## src/rtl/i2s_buffer_scheduler_pkg.sv

```systemverilog
// Shared definitions for the wb_i2s ping-pong buffer scheduler: state encoding
// and default widths used by the scheduler and its buffer slots.
package i2s_buffer_scheduler_pkg;

  localparam int unsigned DEF_ADDR_WIDTH = 32;
  localparam int unsigned DEF_SIZE_WIDTH = 24;
  localparam int unsigned DATA_WIDTH     = 32;

  typedef enum logic [2:0] {
    ST_IDLE   = 3'd0,
    ST_ISSUE  = 3'd1,
    ST_WAIT   = 3'd2,
    ST_PAD    = 3'd3,
    ST_FINISH = 3'd4
  } state_e;

endpackage

```

## src/rtl/i2s_buffer_slot.sv

```systemverilog
// One host-loaded playback buffer: ready flag, base, size and read offset.
// Arms are ignored while ready; an arm coinciding with a retire lands a cycle late.
module i2s_buffer_slot
  import i2s_buffer_scheduler_pkg::*;
#(
  parameter int unsigned ADDR_WIDTH = DEF_ADDR_WIDTH,
  parameter int unsigned SIZE_WIDTH = DEF_SIZE_WIDTH
) (
  input  logic                  clk,
  input  logic                  rst,
  input  logic                  arm_i,
  input  logic [ADDR_WIDTH-1:0] base_i,
  input  logic [SIZE_WIDTH-1:0] size_i,
  input  logic                  advance_i,
  input  logic                  retire_i,
  output logic                  ready_o,
  output logic                  last_word_o,
  output logic [ADDR_WIDTH-1:0] addr_o
);

  logic                  ready_q, ready_d;
  logic                  pend_q, pend_d;
  logic [ADDR_WIDTH-1:0] base_q, base_d;
  logic [SIZE_WIDTH-1:0] size_q, size_d;
  logic [SIZE_WIDTH-1:0] offset_q, offset_d;
  logic                  arm_ok;

  assign arm_ok = arm_i && (size_i != '0) && !pend_q;

  always_comb begin
    // NOTE: every next-state variable gets a default first, so no path can infer a latch.
    ready_d  = ready_q;
    pend_d   = 1'b0;
    base_d   = base_q;
    size_d   = size_q;
    offset_d = offset_q;
    if (advance_i) offset_d = offset_q + SIZE_WIDTH'(1);
    if (retire_i) begin
      ready_d  = 1'b0;
      offset_d = '0;
    end
    if (pend_q) ready_d = 1'b1;
    if (arm_ok && (!ready_q || retire_i)) begin
      base_d = base_i;
      size_d = size_i;
      if (retire_i) pend_d = 1'b1;
      else          ready_d = 1'b1;
    end
  end

  always_ff @(posedge clk) begin
    // NOTE: state registers use non-blocking assignments so all flops update together.
    if (!rst) begin
      ready_q  <= 1'b0;
      pend_q   <= 1'b0;
      base_q   <= '0;
      size_q   <= '0;
      offset_q <= '0;
    end else begin
      ready_q  <= ready_d;
      pend_q   <= pend_d;
      base_q   <= base_d;
      size_q   <= size_d;
      offset_q <= offset_d;
    end
  end

  assign ready_o     = ready_q;
  assign last_word_o = (offset_q + SIZE_WIDTH'(1)) == size_q;
  assign addr_o      = base_q + ADDR_WIDTH'(offset_q);

endmodule

```

## src/rtl/i2s_buffer_scheduler.sv

```systemverilog
// Answers I2S burst requests by reading words from two ping-pong buffers in
// strict alternation, zero-padding when the active buffer is not armed.
module i2s_buffer_scheduler
  import i2s_buffer_scheduler_pkg::*;
#(
  parameter int unsigned ADDR_WIDTH = DEF_ADDR_WIDTH,
  parameter int unsigned SIZE_WIDTH = DEF_SIZE_WIDTH
) (
  input  logic                  clk,
  input  logic                  rst,
  input  logic                  enable,
  input  logic [ADDR_WIDTH-1:0] buf_base_0,
  input  logic [ADDR_WIDTH-1:0] buf_base_1,
  input  logic [SIZE_WIDTH-1:0] buf_size_0,
  input  logic [SIZE_WIDTH-1:0] buf_size_1,
  input  logic [1:0]            buf_arm,
  output logic [1:0]            buf_ready,
  output logic [1:0]            buf_done,
  output logic                  underrun,
  input  logic                  underrun_clr,
  input  logic                  request_data,
  input  logic [SIZE_WIDTH-1:0] request_size,
  output logic                  request_finished,
  output logic [31:0]           memory_data,
  output logic                  memory_data_strobe,
  output logic                  mem_rd_en,
  output logic [ADDR_WIDTH-1:0] mem_rd_addr,
  input  logic                  mem_rd_valid,
  input  logic [31:0]           mem_rd_data
);

  state_e                state_q, state_d;
  logic                  active_q, active_d;
  logic [SIZE_WIDTH-1:0] remaining_q, remaining_d;
  logic [DATA_WIDTH-1:0] data_q, data_d;
  logic                  strobe_q, strobe_d;
  logic [1:0]            done_q, done_d;
  logic                  underrun_q, underrun_d;
  logic                  finished_q, finished_d;
  logic                  fin_seen_q;
  logic [1:0]            advance, retire, slot_ready, slot_last;
  logic [ADDR_WIDTH-1:0] slot_addr_0, slot_addr_1;

  i2s_buffer_slot #(.ADDR_WIDTH(ADDR_WIDTH), .SIZE_WIDTH(SIZE_WIDTH)) u_slot_0 (
    .clk(clk), .rst(rst), .arm_i(buf_arm[0]), .base_i(buf_base_0), .size_i(buf_size_0),
    .advance_i(advance[0]), .retire_i(retire[0]), .ready_o(slot_ready[0]),
    .last_word_o(slot_last[0]), .addr_o(slot_addr_0)
  );

  i2s_buffer_slot #(.ADDR_WIDTH(ADDR_WIDTH), .SIZE_WIDTH(SIZE_WIDTH)) u_slot_1 (
    .clk(clk), .rst(rst), .arm_i(buf_arm[1]), .base_i(buf_base_1), .size_i(buf_size_1),
    .advance_i(advance[1]), .retire_i(retire[1]), .ready_o(slot_ready[1]),
    .last_word_o(slot_last[1]), .addr_o(slot_addr_1)
  );

  always_comb begin
    state_d     = state_q;
    active_d    = active_q;
    remaining_d = remaining_q;
    data_d      = data_q;
    strobe_d    = 1'b0;
    done_d      = 2'b00;
    underrun_d  = underrun_q & ~underrun_clr;
    advance     = 2'b00;
    retire      = 2'b00;
    // The finish pulse lands one cycle after entering FINISH, i.e. after the last strobe.
    finished_d  = (state_q == ST_FINISH) && !fin_seen_q && enable;
    if (!enable) begin
      state_d = ST_IDLE;
    end else begin
      case (state_q)
        ST_IDLE: if (request_data) begin
          remaining_d = request_size;
          if (request_size == '0)      state_d = ST_FINISH;
          else if (slot_ready[active_q]) state_d = ST_ISSUE;
          else                           state_d = ST_PAD;
        end
        ST_ISSUE: state_d = ST_WAIT;
        ST_WAIT: if (mem_rd_valid) begin
          strobe_d            = 1'b1;
          data_d              = mem_rd_data;
          advance[active_q]   = 1'b1;
          remaining_d         = remaining_q - SIZE_WIDTH'(1);
          if (slot_last[active_q]) begin
            retire[active_q] = 1'b1;
            done_d[active_q] = 1'b1;
            active_d         = ~active_q;
          end
          if (remaining_d == '0)         state_d = ST_FINISH;
          else if (slot_ready[active_d]) state_d = ST_ISSUE;
          else                           state_d = ST_PAD;
        end
        ST_PAD: begin
          strobe_d    = 1'b1;
          data_d      = '0;
          underrun_d  = 1'b1;
          remaining_d = remaining_q - SIZE_WIDTH'(1);
          if (remaining_d == '0)         state_d = ST_FINISH;
          else if (slot_ready[active_q]) state_d = ST_ISSUE;
          else                           state_d = ST_PAD;
        end
        ST_FINISH: if (!request_data) state_d = ST_IDLE;
        default:   state_d = ST_IDLE;
      endcase
    end
  end

  always_ff @(posedge clk) begin
    if (!rst) begin
      state_q     <= ST_IDLE;
      active_q    <= 1'b0;
      remaining_q <= '0;
      data_q      <= '0;
      strobe_q    <= 1'b0;
      done_q      <= 2'b00;
      underrun_q  <= 1'b0;
      finished_q  <= 1'b0;
      fin_seen_q  <= 1'b0;
    end else begin
      state_q     <= state_d;
      active_q    <= active_d;
      remaining_q <= remaining_d;
      data_q      <= data_d;
      strobe_q    <= strobe_d;
      done_q      <= done_d;
      underrun_q  <= underrun_d;
      finished_q  <= finished_d;
      fin_seen_q  <= (state_q == ST_FINISH);
    end
  end

  assign mem_rd_en          = (state_q == ST_ISSUE) || (state_q == ST_WAIT);
  assign mem_rd_addr        = !mem_rd_en ? '0 : (active_q ? slot_addr_1 : slot_addr_0);
  assign buf_ready          = slot_ready;
  assign buf_done           = done_q;
  assign underrun           = underrun_q;
  assign request_finished   = finished_q;
  assign memory_data        = data_q;
  assign memory_data_strobe = strobe_q;

endmodule

```

## config.mk

```make
export PLATFORM = sky130hd
export DESIGN_NAME = i2s_buffer_scheduler
export DESIGN_NICKNAME = d
export VERILOG_FILES = /design/src/rtl/i2s_buffer_scheduler_pkg.sv /design/src/rtl/i2s_buffer_slot.sv /design/src/rtl/i2s_buffer_scheduler.sv
export SDC_FILE = /design/constraint.sdc
export NUM_CORES = 1
export LEC_CHECK = 0
export CAP_MARGIN = 25
export CELL_PAD_IN_SITES_DETAIL_PLACEMENT = 1
export CELL_PAD_IN_SITES_GLOBAL_PLACEMENT = 1
export CORE_UTILIZATION = 39
export DETAILED_ROUTE_END_ITERATION = 10
export GPL_TIMING_DRIVEN = 0
export PLACE_DENSITY = 0.85
export SLEW_MARGIN = 20
export SYNTH_ARGS = -nofsm -noshare
export SYNTH_HDL_FRONTEND = slang
export SYNTH_SLANG_ARGS = --single-unit
```

## constraint.sdc

```tcl
create_clock -name clk -period 5.65 [get_ports clk]
set_input_delay 0.8475 -clock clk [delete_from_list [all_inputs] [get_ports clk]]
set_output_delay 0.8475 -clock clk [all_outputs]
set_load 0.005 [all_outputs]
```

==> reports/qor.yml <==
status: "complete, no violations"
route.detailed.drc: 0
die_area_um2: 35300
netlist_top_cells_count: "nand2_1 (346), dfxtp_1 (230), a21oi_1 (219)"
yosysWarnings: 0
grt_max_degree: 14
postLayoutCoreUtil_pct: 51.5
firstDrtPassIters: 5
hold_buffers: 0
yosys_most_used_dff: "dfxtp_1"
synthDistinctLibCells: 74
root_buffer: "clkbuf_16"
wirelength_mm: 50.0
syn_area_per_cell_um2: 7.48
hold_path_class: "reg2reg"
yosys_register_bits: 230
vdd_ir_drop_max_v: 0.000200
max_freq_ghz: 0.184
tns_ns: 0
grt_pass1_vias: 14900
clk_latency_ns: 0.55
clock_skew_ns: 0.0159
postCtsSetupBuffers: 0
async_flop_share_pct: 0
detail_route.wl_per_cell_um: 19.6
cts.clk_slew.worst_paths_ns: 0.06
setup_viol: 0
fin_crit_ns: 5.44
yosysMostFrequentCell: "nand2_1"
crit_fanout: 5
yosysSeqAreaShare_pct: 34.2
clockBufferDepth: 3
antenna_found_initial: 0
n_antenna_cell: 0
netlist_area_um2: 13500
maxSlewHeadroom_pct: 40.9
syn-instance-count: 1803
io-pin-count: 248
drv_slew: 0
fp-row-count: 67
p_leak_uw: 0.00644
dpl.cell_count: 2497
tightestPinTransition_ns: 0.886
drtAntennaViolNets: 0
crit_required_ns: 4.80
synth.area.top_cells: "dfxtp_1 (34%), nand2_1 (9.6%), a21oi_1 (8.1%)"
coreArea_um2: 33800
drive_gt1_share_pct: 3.43
synth-edff-count: 0
numPortBuffers: 246
via_per_inst: 5.62
crit_type: "reg2out"
synth_top_cell_by_area: "dfxtp_1"
cts_inserted_buffers: 27
drt_iter0_markers: 812
h-tree-depth: 1
cp-end-kind: "output port"
syn-num-nets: 2035
arrival_ns: 4.60
cts_tree: "built"
nFillCells: 4226
vias: 14300
rsz0062_at_grt: "false"
start_util_pct: 39.9
final_nets: 2310
final_cells: 2546
synth_top_area_share_pct: 34.2
grt_usage_pct: 27.8
worstSetupStartpointType: "register"
grt_pass1_wl_mm: 79.4
place_congestion: 0.892
cts_sinks: 230
die_width_um: 188
maxCapViolCount: 0
grt_overflow_total: 0
hold_viol_final: 0
area_growth_pct: 29.0
dp_hpwl_mm: 39.4
power_density_nw_per_um2: 239
fp.dieH_um: 188
finalCritPeriodShare_pct: 96.4
state kept, by name, indices dropped and copies added (netlist names), 2 cells and up:
register / cells
u_slot_1.offset_q: 24
state_q: 3
u_slot_1.size_q: 24
u_slot_0.base_q: 32
buf_done: 2
remaining_q: 24
u_slot_0.size_q: 24
u_slot_1.base_q: 32
u_slot_0.offset_q: 24
memory_data: 32
per-layer routing:
metal	GRT usage (%)	routed length (µm)	share of wire, %
met3	4.68	2980	6.0
met2	48.7	23900	48
met5	0	0	0
met4	8.69	1510	3.0
met1	34.5	21600	43
layout make-up:
class                           instances  area [µm²]  area share, %
Inverter                               26        97.6          0.561
Multi-Input combinational cell       1447        8430           48.5
Tap cell                              448         561           3.22
Buffer                                100         399           2.30
Sequential cell                       230        4600           26.5
Clock buffer                           40         785           4.51
Clock inverter                          9        51.3          0.295
Timing Repair Buffer                  246        2460           14.2
placed cells by master (no fill, tap or decap), drive strengths merged, types with 4 or more instances in the layout:
cell and count:
nand2 346, clkdlybuf4s50 246, dfxtp 230, a21oi 219, nor2 189, clkbuf 127, xnor2 89, o21ai 81
xor2 74, ha 54, a22oi 36, nand3 33, nor3 32, nor4 27, inv 27, a211oi 27
and3 24, nand4 21, o22ai 18, a31oi 16, or3 16, and2 13, buf 13, a21o 12
nand2b 8, o21a 8, o31ai 7, o21bai 7, nand3b 7, clkinv 7, nand4b 6, a211o 6
and4 5, nor3b 5, o2111ai 5, nor2b 4, mux2i 4, o211ai 4
worst paths after layout:
check,start,endpoint,slack (ns),cells after the start
max,u_slot_1.offset_q[0]$_SDFFE_PP0P_,mem_rd_addr[20],0.21,12
min,fin_seen_q$_SDFF_PN0_,request_finished$_SDFF_PN0_,0.42,1
max reg2reg,u_slot_1.offset_q[1]$_SDFFE_PP0P_,u_slot_1.base_q[28]$_SDFFE_PN0N_,0.36,16
min reg2reg,fin_seen_q$_SDFF_PN0_,request_finished$_SDFF_PN0_,0.42,1
logic make-up after synthesis:
logic type / share of synthesized area (%)
xor+xnor: 10.6
simple gates: 24.8
buf+inv: 3.65
mux: 0.464
fa+ha+maj: 5.31
flops: 34.2
compound gates: 21.0
report_power, final:
part           leakage [µW]  internal [µW]  total [µW]  switching, µW
clock              0.000416            956        1680            723
combinational       0.00415            314         717            404
sequential          0.00187           1690        1760           68.0
stage by stage:
| stage | hold WS, ns | total power (µW) | instance area, µm² | setup slack (ns) |
|---|---|---|---|---|
| floorplan | 0.375 | 2160 | 13500 | 1.60 |
| finish | 0.419 | 4160 | 17400 | 0.206 |
| global placement | 0.385 | 2470 | 16500 | -0.217 |
| global route | 0.434 | 4330 | 17400 | 0.0131 |
| CTS | 0.414 | 4180 | 17400 | 0.0421 |
| detailed placement | 0.406 | 2500 | 16500 | -0.266 |
critical path: stages, from the launching register on:
cell	delay, ns
dfxtp_1	0.38
ha_1	0.28
fa_1	0.42
a21oi_1	0.24
o22ai_1	0.15
o41a_1	0.41
o21ai_0	0.33
o221ai_1	0.26
a211oi_2	0.36
nor3_1	0.08
a311oi_1	0.51
a211oi_1	0.16
clkdlybuf4s50_1	0.49
what timing repair did:
action                     in CTS  in global routing
gates cloned                    0                  0
gates resized for setup         3                 12
setup endpoints to repair      52                 54
hold endpoints to repair        0                  0
Power figures use the tool's default switching activity.
